<file path="src/rtl/vga_board_renderer.sv">
// N x N board renderer between the VGA timing controller and the pins. It holds the
// cell state, drives a 1-cycle sprite ROM and outputs colour/syncs with a fixed 3-cycle latency.
module vga_board_renderer #(
    parameter int BOARD_N    = 3,
    parameter int CELL_SIZE  = 150,
    parameter int STRIPE_W   = 5,
    parameter int CURSOR_W   = 3,
    parameter int ORIGIN_X   = 95,
    parameter int ORIGIN_Y   = 15,
    parameter int COL_WIDTH  = 10,
    parameter int ROW_WIDTH  = 10,
    parameter int IDX_WIDTH  = 3,
    parameter int ADDR_WIDTH = 15,
    parameter int BLINK_BITS = 25
) (
    input  logic                       Clock,
    input  logic                       Reset,
    input  logic [COL_WIDTH-1:0]       iPixelCol,
    input  logic [ROW_WIDTH-1:0]       iPixelRow,
    input  logic                       iDisplayOn,
    input  logic                       iHSync,
    input  logic                       iVSync,
    input  logic                       iCellWrEn,
    input  logic [IDX_WIDTH-1:0]       iCellWrX,
    input  logic [IDX_WIDTH-1:0]       iCellWrY,
    input  logic [1:0]                 iCellWrSym,
    input  logic                       iClearBoard,
    input  logic [IDX_WIDTH-1:0]       iCursorX,
    input  logic [IDX_WIDTH-1:0]       iCursorY,
    input  logic                       iWinFlag,
    input  logic [BOARD_N*BOARD_N-1:0] iWinMask,
    output logic [ADDR_WIDTH-1:0]      oSpriteAddr,
    output logic                       oSpriteSel,
    input  logic                       iSpritePixel,
    output logic [2:0]                 oVGAColor,
    output logic                       oVGAHorizontalSync,
    output logic                       oVGAVerticalSync,
    output logic                       oWrReject,
    output logic                       oBoardFull
);
    localparam int CELLS  = BOARD_N * BOARD_N;
    localparam int SPAN   = BOARD_N * CELL_SIZE;
    localparam int HALF_W = STRIPE_W / 2;

    localparam logic [1:0] SYM_EMPTY = 2'b00;
    localparam logic [1:0] SYM_X     = 2'b01;
    localparam logic [1:0] SYM_O     = 2'b10;

    localparam logic [2:0] C_BLACK   = 3'b000;
    localparam logic [2:0] C_BLUE    = 3'b001;
    localparam logic [2:0] C_GREEN   = 3'b010;
    localparam logic [2:0] C_CYAN    = 3'b011;
    localparam logic [2:0] C_MAGENTA = 3'b101;
    localparam logic [2:0] C_YELLOW  = 3'b110;

    typedef struct packed {
        logic       vis;
        logic       cursor;
        logic       stripe;
        logic       sym_on;
        logic [2:0] sym_color;
        logic       hs;
        logic       vs;
    } stage_t;

    localparam stage_t STAGE_RST = '{vis: 1'b0, cursor: 1'b0, stripe: 1'b0, sym_on: 1'b0,
                                     sym_color: 3'b000, hs: 1'b1, vs: 1'b1};

    logic [CELLS-1:0][1:0]   board_q, board_d;
    logic                    wr_reject_q, wr_reject_d;
    logic                    full_q, full_d;
    logic [BLINK_BITS-1:0]   blink_q, blink_d;
    logic [ADDR_WIDTH-1:0]   addr_q, addr_d;
    logic                    sel_q, sel_d;
    stage_t                  s1_q, s1_d, s2_q, s2_d, s3_q, s3_d;
    logic                    pix_q, pix_d;
    logic [2:0]              color_q, color_d;
    logic                    hsync_q, hsync_d, vsync_q, vsync_d;

    int                      fc, fr, loc_x, loc_y;
    logic [IDX_WIDTH-1:0]    cell_x, cell_y;
    logic                    in_board, on_stripe, on_cursor, cell_win;
    logic [1:0]              cell_sym;
    logic                    wr_ok, wr_legal_sym, wr_in_range;

    // Cell decomposition uses a constant comparator chain instead of a divider.
    // NOTE: every signal written in an always_comb gets a default first, so no latch can form.
    always_comb begin
        fc        = int'(iPixelCol) - ORIGIN_X;
        fr        = int'(iPixelRow) - ORIGIN_Y;
        cell_x    = '0;
        cell_y    = '0;
        loc_x     = fc;
        loc_y     = fr;
        on_stripe = 1'b0;
        for (int k = 1; k < BOARD_N; k++) begin
            if (fc >= k * CELL_SIZE) begin
                cell_x = IDX_WIDTH'(k);
                loc_x  = fc - k * CELL_SIZE;
            end
            if (fr >= k * CELL_SIZE) begin
                cell_y = IDX_WIDTH'(k);
                loc_y  = fr - k * CELL_SIZE;
            end
            if ((fc >= k * CELL_SIZE - HALF_W && fc <= k * CELL_SIZE + HALF_W) ||
                (fr >= k * CELL_SIZE - HALF_W && fr <= k * CELL_SIZE + HALF_W))
                on_stripe = 1'b1;
        end
        in_board  = (fc >= 0) && (fc < SPAN) && (fr >= 0) && (fr < SPAN);
        on_cursor = (cell_x == iCursorX) && (cell_y == iCursorY) &&
                    (loc_x < CURSOR_W || loc_x > CELL_SIZE - 1 - CURSOR_W ||
                     loc_y < CURSOR_W || loc_y > CELL_SIZE - 1 - CURSOR_W);
        cell_sym  = SYM_EMPTY;
        cell_win  = 1'b0;
        for (int c = 0; c < CELLS; c++) begin
            if (int'(cell_y) * BOARD_N + int'(cell_x) == c) begin
                cell_sym = board_q[c];
                cell_win = iWinMask[c];
            end
        end
    end

    // S1 looks up geometry and symbol; S2/S3 wait out the ROM; the output stage resolves priority.
    always_comb begin
        s1_d    = STAGE_RST;
        s1_d.hs = iHSync;
        s1_d.vs = iVSync;
        addr_d  = '0;
        sel_d   = 1'b0;
        if (in_board) begin
            addr_d      = ADDR_WIDTH'(loc_x + CELL_SIZE * loc_y);
            sel_d       = (cell_sym == SYM_O);
            s1_d.vis    = iDisplayOn;
            s1_d.cursor = on_cursor;
            s1_d.stripe = on_stripe;
            s1_d.sym_on = (cell_sym == SYM_X) || (cell_sym == SYM_O);
            if (iWinFlag && cell_win && !blink_q[BLINK_BITS-1])
                s1_d.sym_color = C_GREEN;
            else if (cell_sym == SYM_O)
                s1_d.sym_color = C_YELLOW;
            else
                s1_d.sym_color = C_BLUE;
        end
        s2_d    = s1_q;
        s3_d    = s2_q;
        pix_d   = iSpritePixel;
        color_d = C_BLACK;
        if (s3_q.vis) begin
            if (s3_q.cursor)
                color_d = C_CYAN;
            else if (s3_q.stripe)
                color_d = C_MAGENTA;
            else if (s3_q.sym_on && pix_q)
                color_d = s3_q.sym_color;
        end
        hsync_d = s3_q.hs;
        vsync_d = s3_q.vs;
        blink_d = blink_q + 1'b1;
    end

    // Writes are write-once; clear wins over a same-cycle write and never raises a reject.
    always_comb begin
        board_d      = board_q;
        full_d       = 1'b1;
        wr_ok        = 1'b0;
        wr_legal_sym = (iCellWrSym == SYM_X) || (iCellWrSym == SYM_O);
        wr_in_range  = (int'(iCellWrX) < BOARD_N) && (int'(iCellWrY) < BOARD_N);
        for (int c = 0; c < CELLS; c++) begin
            if (board_q[c] == SYM_EMPTY)
                full_d = 1'b0;
            if (iCellWrEn && !iClearBoard && wr_legal_sym && wr_in_range &&
                int'(iCellWrY) * BOARD_N + int'(iCellWrX) == c && board_q[c] == SYM_EMPTY) begin
                board_d[c] = iCellWrSym;
                wr_ok      = 1'b1;
            end
        end
        if (iClearBoard)
            board_d = '0;
        wr_reject_d = iCellWrEn && !iClearBoard && !wr_ok;
    end

    // NOTE: sequential state uses non-blocking assignments so every flop samples pre-edge values.
    always_ff @(posedge Clock or negedge Reset) begin
        if (!Reset) begin
            // NOTE: the board is a small register file, reset so every cell starts empty.
            board_q     <= '0;
            wr_reject_q <= 1'b0;
            full_q      <= 1'b0;
            blink_q     <= '0;
            addr_q      <= '0;
            sel_q       <= 1'b0;
            s1_q        <= STAGE_RST;
            s2_q        <= STAGE_RST;
            s3_q        <= STAGE_RST;
            pix_q       <= 1'b0;
            color_q     <= C_BLACK;
            hsync_q     <= 1'b1;
            vsync_q     <= 1'b1;
        end else begin
            board_q     <= board_d;
            wr_reject_q <= wr_reject_d;
            full_q      <= full_d;
            blink_q     <= blink_d;
            addr_q      <= addr_d;
            sel_q       <= sel_d;
            s1_q        <= s1_d;
            s2_q        <= s2_d;
            s3_q        <= s3_d;
            pix_q       <= pix_d;
            color_q     <= color_d;
            hsync_q     <= hsync_d;
            vsync_q     <= vsync_d;
        end
    end

    assign oSpriteAddr        = addr_q;
    assign oSpriteSel         = sel_q;
    assign oVGAColor          = color_q;
    assign oVGAHorizontalSync = hsync_q;
    assign oVGAVerticalSync   = vsync_q;
    assign oWrReject          = wr_reject_q;
    assign oBoardFull         = full_q;
endmodule

</file>
<file path="config.mk">
export PLATFORM = sky130hd
export DESIGN_NAME = vga_board_renderer
export DESIGN_NICKNAME = d
export VERILOG_FILES = /design/src/rtl/vga_board_renderer.sv
export SDC_FILE = /design/constraint.sdc
export NUM_CORES = 1
export LEC_CHECK = 0
export BUFFER_PORTS_ARGS = -buffer_cell sky130_fd_sc_hd__buf_2
export CAP_MARGIN = 20
export CORE_MARGIN = 5
export CORE_UTILIZATION = 44
export CTS_BUF_LIST = sky130_fd_sc_hd__clkbuf_4 sky130_fd_sc_hd__clkbuf_8
export DETAILED_ROUTE_END_ITERATION = 12
export PLACE_DENSITY = 0.61
export SLEW_MARGIN = 30
export SYNTH_ARGS = -nofsm -noshare
export SYNTH_HDL_FRONTEND = slang
export SYNTH_SLANG_ARGS = --single-unit
</file>
<file path="constraint.sdc">
create_clock -name Clock -period 1.6 [get_ports Clock]
set_input_delay 0.32 -clock Clock [delete_from_list [all_inputs] [get_ports Clock]]
set_output_delay 0.32 -clock Clock [all_outputs]
set_load 0.02 [all_outputs]
</file>
==> qor.yml, run 1 <==
gp_congestion: 0.924
relSlewSlack_pct: 68.6
fp.dieW_um: 146
drive_above_1_share_pct: 53.0
ir_drop_v: 0.00192
htree_levels: 3
critPathLaunchType: "input pin"
vias: 8014
clock_skew_ps: 10.0
placed_cells_incl_taps: 1431
diodes: 0
fin_ws_ps: -4130
worst_pin_slew_ps: 468
yosysSeqAreaShare_pct: 29.0
synth-main-ff-cell: "dfrtp_1"
drt_first_iter_violations: 310
place_ws_ps: -4600
p_leak_nw: 6.21
grt_first_pass_wirelength_mm: 39.3
postRouteAntennaNets: 0
post-route-min-period_ps: 5730
die_h_um: 146
numPortBuffers: 74
finalSetupViolCount: 50
grt_max_degree: 31
avgRoutedWirePerCell_um: 16.0
core.rowCount: 49
drv_cap: 0
syn_nets: 1051
slowest_stage: "fa_1"
avgSynthCellArea_um2: 9.11
ys_warn_count: 0
synth-edff-count: 0
final-instance-count-excl-fill: 1501
grt_antenna_before_repair: 0
dp_hpwl_mm: 17.7
cts_buffer_depth: 2
min_path_type: "in -> reg"
cts-root-buf: "clkbuf_8"
clk_latency_ps: 360
gr-usage-all-layers_pct: 21.8
path_class: "in -> reg"
cp_max_fo: 8
arrival_ps: 5970
synth_cell_types: 80
critPathRequiredTime_ps: 1840
slew_viol_final: 0
hold_depth: 1
power_density_mw_per_mm2: 1830
drt-total-wl_mm: 24.0
path_clk_slew_ps: 80
status: "finished with violations"
reg2regPathDepth: 6
period_share_pct: 358
dr.pass1.iters: 5
grt_overflow: 0
cts_tree: "done"
grt_pass1_vias: 8355
hold_viol: 0
ios: 75
cts.sinks: 94
postSynthCellCount: 893
cp-end-kind: "flop"
fmax_mhz: 174
num-fill-cells: 1356
core_region_area_mm2: 0.0181
viasPerCell: 5.34
netlist.area_leader.share_pct: 26.4
start_util_pct: 45.0
yosysTopAreaCell: "dfrtp_1"
syn_area_mm2: 0.00814
ys_ff_latch: 94
die_area_mm2: 0.0213
ys_top_cells_by_area: "dfrtp_1 26%, ha_1 13%, xnor2_1 5.9%"
multiInputGateArea_mm2: 0.00685
async_flop_share_pct: 100
cp_common_cell: "ha_4"
rsz0062_at_grt: "yes"
area_delta_synth_final_pct: 60.7
violations: "setup timing"
synth_common_cells: "86 x dfrtp_1, 86 x ha_1, 85 x nor2_1"
cpPeakStageDelay_ps: 480
remaining_drc_errors: 0
num-nets-final: 1426
numCtsBuffers: 9
regArea_mm2: 0.00236
[sequential cells by signal (all words and copies together) (netlist names)]
| register | count |
|---|---|
| oSpriteAddr | 15 |
| oBoardFull | 1 |
| s2_q | 9 |
| pix_q | 1 |
| s1_q | 9 |
| oVGAVerticalSync | 1 |
| oVGAHorizontalSync | 1 |
| hsync_d | 1 |
| board_q | 18 |
| oWrReject | 1 |
| vsync_d | 1 |
| oVGAColor | 3 |
| oSpriteSel | 1 |
| blink_q | 25 |
| s3_q | 7 |
[logic make-up after synthesis]
family,after synthesis,share of synthesized area (%)
AND/OR/NAND/NOR,284,18.3
flip-flops,94,29.0
buffers and inverters,120,5.89
AO/OA/AOI/OAI,192,16.6
adder cells (fa/ha/maj),106,18.1
multiplexers,20,3.34
XOR/XNOR,77,8.73
[metal layers]
layer  global-route usage [%]  wire [µm]
met3                     2.52        930
met2                     39.0      12400
met1                     28.1      10300
met4                     5.41        446
met5                        0          0
[metrics by stage]
step                power (mW)  util (%)  area, µm²  setup TNS, ps  hold slack, ps
floorplan                 12.4         -       8880         -70080            24.4
CTS                       21.4      68.8      12500         -65970            44.3
global route              26.1      72.3      13100         -75620            32.4
global placement          17.3      62.6      11300         -84360             289
finish                    23.9      72.3      13100         -69950            58.8
detailed placement        17.6      62.6      11300         -87570             289
[power by group]
part	internal [mW]	switching [mW]	leakage, nW
clock network	0.580	0.804	0.0899
logic	10.8	9.19	4.87
registers	2.51	0.0348	1.26
[worst max-delay path: cells and delay by family]
kind	cells	cell delay [ps]
compound gates	14	2220
fa+ha+maj	7	1890
xor+xnor	3	480
mux	2	420
buf+inv	3	370
simple gates	3	300
[path summary, 6_finish.rpt]
check                        startpoint         endpoint  slack, ps
max in group asynchronous         Reset          s1_q[0]        620
min                              iHSync          s1_q[1]         60
max                        iPixelRow[1]  oSpriteAddr[14]      -4130
max reg2reg                 board_q[15]          s1_q[3]       -210
min reg2reg                     s2_q[1]          hsync_d        350
min in group asynchronous         Reset       board_q[8]        430
[final cells by class]
class / instances / share of cell area (%)
Timing Repair Buffer: 396 / 23.5
Clock inverter: 5 / 0.277
Clock buffer: 10 / 1.00
Multi-Input combinational cell: 679 / 52.3
Inverter: 88 / 2.62
Sequential cell: 94 / 18.1
Tap cell: 229 / 2.19
[cells in the final DEF, fill, tap and decap left out, types with 12 or more instances in the layout]
cell type  netlist  layout
buf_4            0     280
nor2_1          85      70
buf_2            9      65
ha_4             0      29
a21oi_1         54      20
nand4_1         17      17
nand3_1         24      16
a21o_1          15      15
nand2_1         47      37
inv_2            3      19
xor2_1          18      12
nor3_1          20      13
xnor2_2          3      15
a21oi_2          1      31
buf_6            2      41
o21ai_0         28      14
inv_1           84      65
fa_1            20      16
ha_1            86      51
dfrtp_1         86      86
xnor2_1         55      36
[repair_timing]
item / in CTS / in global routing
buffers inserted: 40 / 26
setup endpoints to repair: 49 / 52
hold buffers: 1 / 0
cloned: 1 / 2
pin swaps: 100 / 70
resized for setup: 153 / 98
endpoints found under the hold margin: 26 / 0
(Power assumes the default switching activity.)
==> inputs of run 2 (changes only) <==
Settings changed: REMOVE_ABC_BUFFERS set to 1.
==> run 2 against run 1 <==
Net effect: the flow still finishes with violations (setup timing); clock-buffer cell count is 1 lower; critical path depth fell by 1; sequential share of layout area shrank 0.72 points; utilization grew 3.0 points; maximum frequency up 0.63%; first-iteration DRC count increased by 49%; power grew 14%; setup slack improved by 36 ps; die area unchanged; hold slack worse by 26 ps; flip-flop and latch count did not move; largest cell class unchanged.
==> qor.yml, run 2 (synthesis gave the netlist of run 1 again) <==
p_sw_mw: 11.5
die_area_mm2: 0.0213
cts_tree: "done"
gr-usage-all-layers_pct: 23.1
largest_register: "blink_q"
slew_viol_final: 0
layout_commonest_cell: "buf_4"
cp-end-kind: "flop"
rsz0062_at_grt: "yes"
remaining_drc_errors: 0
ios: 75
dr.pass1.iters: 5
regArea_mm2: 0.00236
num-fill-cells: 1151
area_delta_synth_final_pct: 67.4
ir_drop_v: 0.00224
hold_viol: 0
core.rowCount: 49
drive_above_1_share_pct: 56.4
fmax_mhz: 176
fp.dieW_um: 146
start_util_pct: 45.0
cp_common_cell: "ha_4"
grt_pass1_vias: 8476
grt_max_degree: 32
r2r-start: "board_q[15]"
crit_path_start: "iPixelRow[0]"
die_h_um: 146
finalSetupViolCount: 50
core_region_area_mm2: 0.0181
p_leak_nw: 6.39
final-instance-count-excl-fill: 1549
critPathRequiredTime_ps: 1870
vias: 8437
placed_cells_incl_taps: 1450
violations: "setup timing"
diodes: 0
combPwrFrac_pct: 85.2
post-route-min-period_ps: 5700
path_class: "in -> reg"
drt-total-wl_mm: 27.7
clock_power_share_pct: 5.6
final_cell_mix: "312 x buf_4, 86 x dfrtp_1, 66 x buf_2"
num-nets-final: 1473
avgRoutedWirePerCell_um: 17.9
period_share_pct: 356
cts.sinks: 94
slowest_stage: "fa_1"
grt_overflow: 0
critPathLaunchType: "input pin"
cts_buffer_depth: 2
worst_pin_slew_ps: 646
grt_antenna_before_repair: 0
viasPerCell: 5.45
grt_first_pass_wirelength_mm: 41.0
relSlewSlack_pct: 56.8
cpPeakStageDelay_ps: 470
path_clk_slew_ps: 100
postRouteAntennaNets: 0
seq_power_share_pct: 9.3
fin_ws_ps: -4100
switching_share_pct: 42.2
min_path_type: "in -> reg"
power_density_mw_per_mm2: 2010
drt_first_iter_violations: 463
whs_ps: 33.1
gp_congestion: 0.932
status: "finished with violations"
largest_reg_flops: 25
numCtsBuffers: 9
numPortBuffers: 74
drv_cap: 0
cp_max_fo: 4
clock_skew_ps: 10.3
cts-root-buf: "clkbuf_8"
clk_latency_ps: 380
dp_hpwl_mm: 18.0
intPower_mw: 15.8
htree_levels: 3
tns_ps: -74780
min-delay-start: "iHSync"
multiInputGateArea_mm2: 0.00697
arrival_ps: 5970
-- run 2: layout make-up --
| type | count | share of cell area, % |
|---|---|---|
| flip-flops and latches | 94 | 17.3 |
| inverters | 88 | 2.52 |
| multi-input cells | 679 | 51.2 |
| well taps | 229 | 2.10 |
| clock inverters | 7 | 0.487 |
| repair buffers | 443 | 25.4 |
| clock buffers | 9 | 0.909 |
-- run 2: final timing paths --
check,slack [ps],cells past startpoint,end
worst max register to register,-280,6,s1_q[3]
worst min register to register,350,0,s2_q[2]
min in group asynchronous,420,2,oSpriteAddr[13]
max in group asynchronous,610,3,board_q[16]
worst max-delay path,-4100,31,oSpriteAddr[14]
worst min-delay path,30,1,s1_q[1]
-- run 2: stage by stage --
stage	area, µm²	setup WS (ps)	total power, mW	utilization [%]
finish	13600	-4100	27.4	75.3
global route	13600	-4360	29.3	75.3
CTS	12700	-3890	21.7	70.2
detailed placement	10800	-4880	17.3	59.9
global placement	10800	-4740	17.0	59.9
floorplan	7990	-4930	11.2	-
-- run 2: timing repair --
action,CTS,global route
pin swaps,130,103
hold endpoints to repair,19,0
setup buffers,57,36
setup endpoints to repair,49,53
resized for setup,255,152
hold buffers,1,0
-- run 2: critical path, delay by kind of cell --
kind,cells,cell delay (ps)
adder cells (fa/ha/maj),7,1840
AO/OA/AOI/OAI,13,2180
multiplexers,2,520
buffers and inverters,3,420
AND/OR/NAND/NOR,4,390
XOR/XNOR,2,300
-- run 2: routing by layer --
metal / global-route usage, % / wire length [µm] / vias up
met2: 40.9 / 14400 / 273
li1: - / - / 3996
met4: 8.18 / 1070 / 0
met5: 0 / 0 / -
met3: 3.05 / 1300 / 76
met1: 29.0 / 11000 / 4092
-- run 2: power groups by stage --
stage                     logic [mW]  clock network [mW]  registers (mW)
after CTS                       17.6                1.55            2.54
after floorplan                 8.49                   0            2.69
final                           23.3                1.52            2.54
after global routing            25.1                1.67            2.55
after detailed placement        14.7                   0            2.59
after global placement          14.4                   0            2.59
==> inputs of run 3 (changes only) <==
Settings changed: CORE_UTILIZATION 44 to 55, PLACE_DENSITY 0.61 to 0.72.
Clock period 1.6 ns to 5.6 ns, I/O delays scaled along.
==> run 3 against run 2 <==
Net effect: the run still ends with setup timing left; via count decreased by 7.9%; clock-buffer cell count unchanged; clock power decreased by 72%; highest routed layer unchanged.
==> qor.yml, run 3 (synthesis gave the netlist of run 1 again) <==
clk_latency_ps: 360
arrival_ps: 6920
min_path_type: "reg -> reg"
diodes: 0
viasPerCell: 5.86
cts-root-buf: "clkbuf_8"
num-nets-final: 1295
die_h_um: 132
ios: 75
numCtsBuffers: 9
post-route-min-period_ps: 6680
fp.dieW_um: 132
cts_buffer_depth: 2
grt_pass1_vias: 7806
clock_skew_ps: 8.29
drt-total-wl_mm: 24.0
start_util_pct: 56.0
slowest_stage: "fa_1"
switching_share_pct: 44.0
whs_ps: 356
dr.pass1.iters: 5
dp_hpwl_mm: 15.8
gp_congestion: 0.945
drt_first_iter_violations: 503
core_region_area_mm2: 0.0145
area_delta_synth_final_pct: 36.8
largest_register: "blink_q"
postRouteAntennaNets: 0
place_ws_ps: -1680
postLayoutCellArea_mm2: 0.0111
finalSetupViolCount: 9
violations: "setup timing"
clock_power_share_pct: 5.8
power_mw: 7.32
critPathRequiredTime_ps: 5840
grt_first_pass_wirelength_mm: 36.8
fmax_mhz: 150
finish.utilization_pct: 76.6
cts.sinks: 94
final-instance-count-excl-fill: 1326
final_cell_mix: "175 x buf_4, 86 x dfrtp_1, 77 x nor2_1"
cts_tree: "done"
drive_above_1_share_pct: 38.4
relSlewSlack_pct: 58.0
hold_viol: 0
drv_cap: 0
cp-end-kind: "flop"
fin_ws_ps: -1080
grt_antenna_before_repair: 0
numPortBuffers: 74
p_leak_nw: 5.33
htree_levels: 3
vias: 7768
combPwrFrac_pct: 84.3
path_class: "in -> reg"
path_clk_slew_ps: 90
slew_viol_final: 0
grt_overflow: 0
worst_pin_slew_ps: 630
intPower_mw: 4.10
status: "finished with violations"
largest_reg_flops: 25
place_area_mm2: 0.00970
ir_drop_v: 0.000616
period_share_pct: 119
gr-usage-all-layers_pct: 25.1
cp_max_fo: 6
remaining_drc_errors: 0
critPathLaunchType: "input pin"
avgRoutedWirePerCell_um: 18.1
tns_ps: -5770
cpPeakStageDelay_ps: 620
die_area_mm2: 0.0173
core.rowCount: 44
rsz0062_at_grt: "yes"
layout_commonest_cell: "buf_4"
p_sw_mw: 3.22
grt_max_degree: 54
power_density_mw_per_mm2: 657
seq_power_share_pct: 9.9
placed_cells_incl_taps: 1266
## run 3: cell count changes in the layout (fill, tap and decap cells not counted), sizes merged
| cell | change |
|---|---|
| buf | -177 |
| inv | +1 |
| clkinvlp | -2 |
| dlygate4sd3 | -1 |
| clkinv | +1 |
## run 3: path summary, 6_finish.rpt
check	startpoint	endpoint	slack (ps)	cells past startpoint
min reg2reg	s2_q[5]	s3_q[5]	360	0
min in group asynchronous	Reset	oSpriteAddr[10]	730	1
min	s2_q[5]	s3_q[5]	360	0
max in group asynchronous	Reset	blink_q[18]	3850	2
max	iPixelRow[0]	oSpriteAddr[14]	-1080	32
max reg2reg	board_q[7]	s1_q[3]	3750	6
## run 3: repair_timing
action	CTS	global route
hold endpoints to repair	0	0
buffers inserted	26	20
cloned	0	0
setup endpoints to repair	9	13
hold buffers	0	0
pin swaps	67	76
gates resized for setup	123	64
## run 3: routing by layer
| layer | vias up | share of wire [%] | track usage [%] |
|---|---|---|---|
| li1 | 3648 | - | - |
| met2 | 277 | 52 | 44.9 |
| met3 | 79 | 5.1 | 3.59 |
| met4 | 0 | 4.4 | 10.7 |
| met5 | - | 0 | 0 |
| met1 | 3764 | 39 | 30.2 |
## run 3: power groups by stage
stage	clock network (mW)	registers [mW]	logic (mW)
after floorplan	0	0.768	2.42
after global placement	0	0.739	3.85
after detailed placement	0	0.740	3.95
after CTS	0.430	0.727	4.79
after global routing	0.464	0.730	6.64
final	0.422	0.726	6.17
## run 3: critical path: cells and delay by family
family	cells	cell delay, ps
mux	2	530
buf+inv	3	300
fa+ha+maj	7	1920
compound gates	14	2280
simple gates	4	460
xor+xnor	2	290
## run 3: area by class of cell
type	instances	area (µm²)
Sequential cell	94	2360
Tap cell	184	230
Timing Repair Buffer	265	1920
Clock inverter	7	62.6
Inverter	88	340
Fill cell	1000	3400
Multi-Input combinational cell	679	6100
Clock buffer	9	124
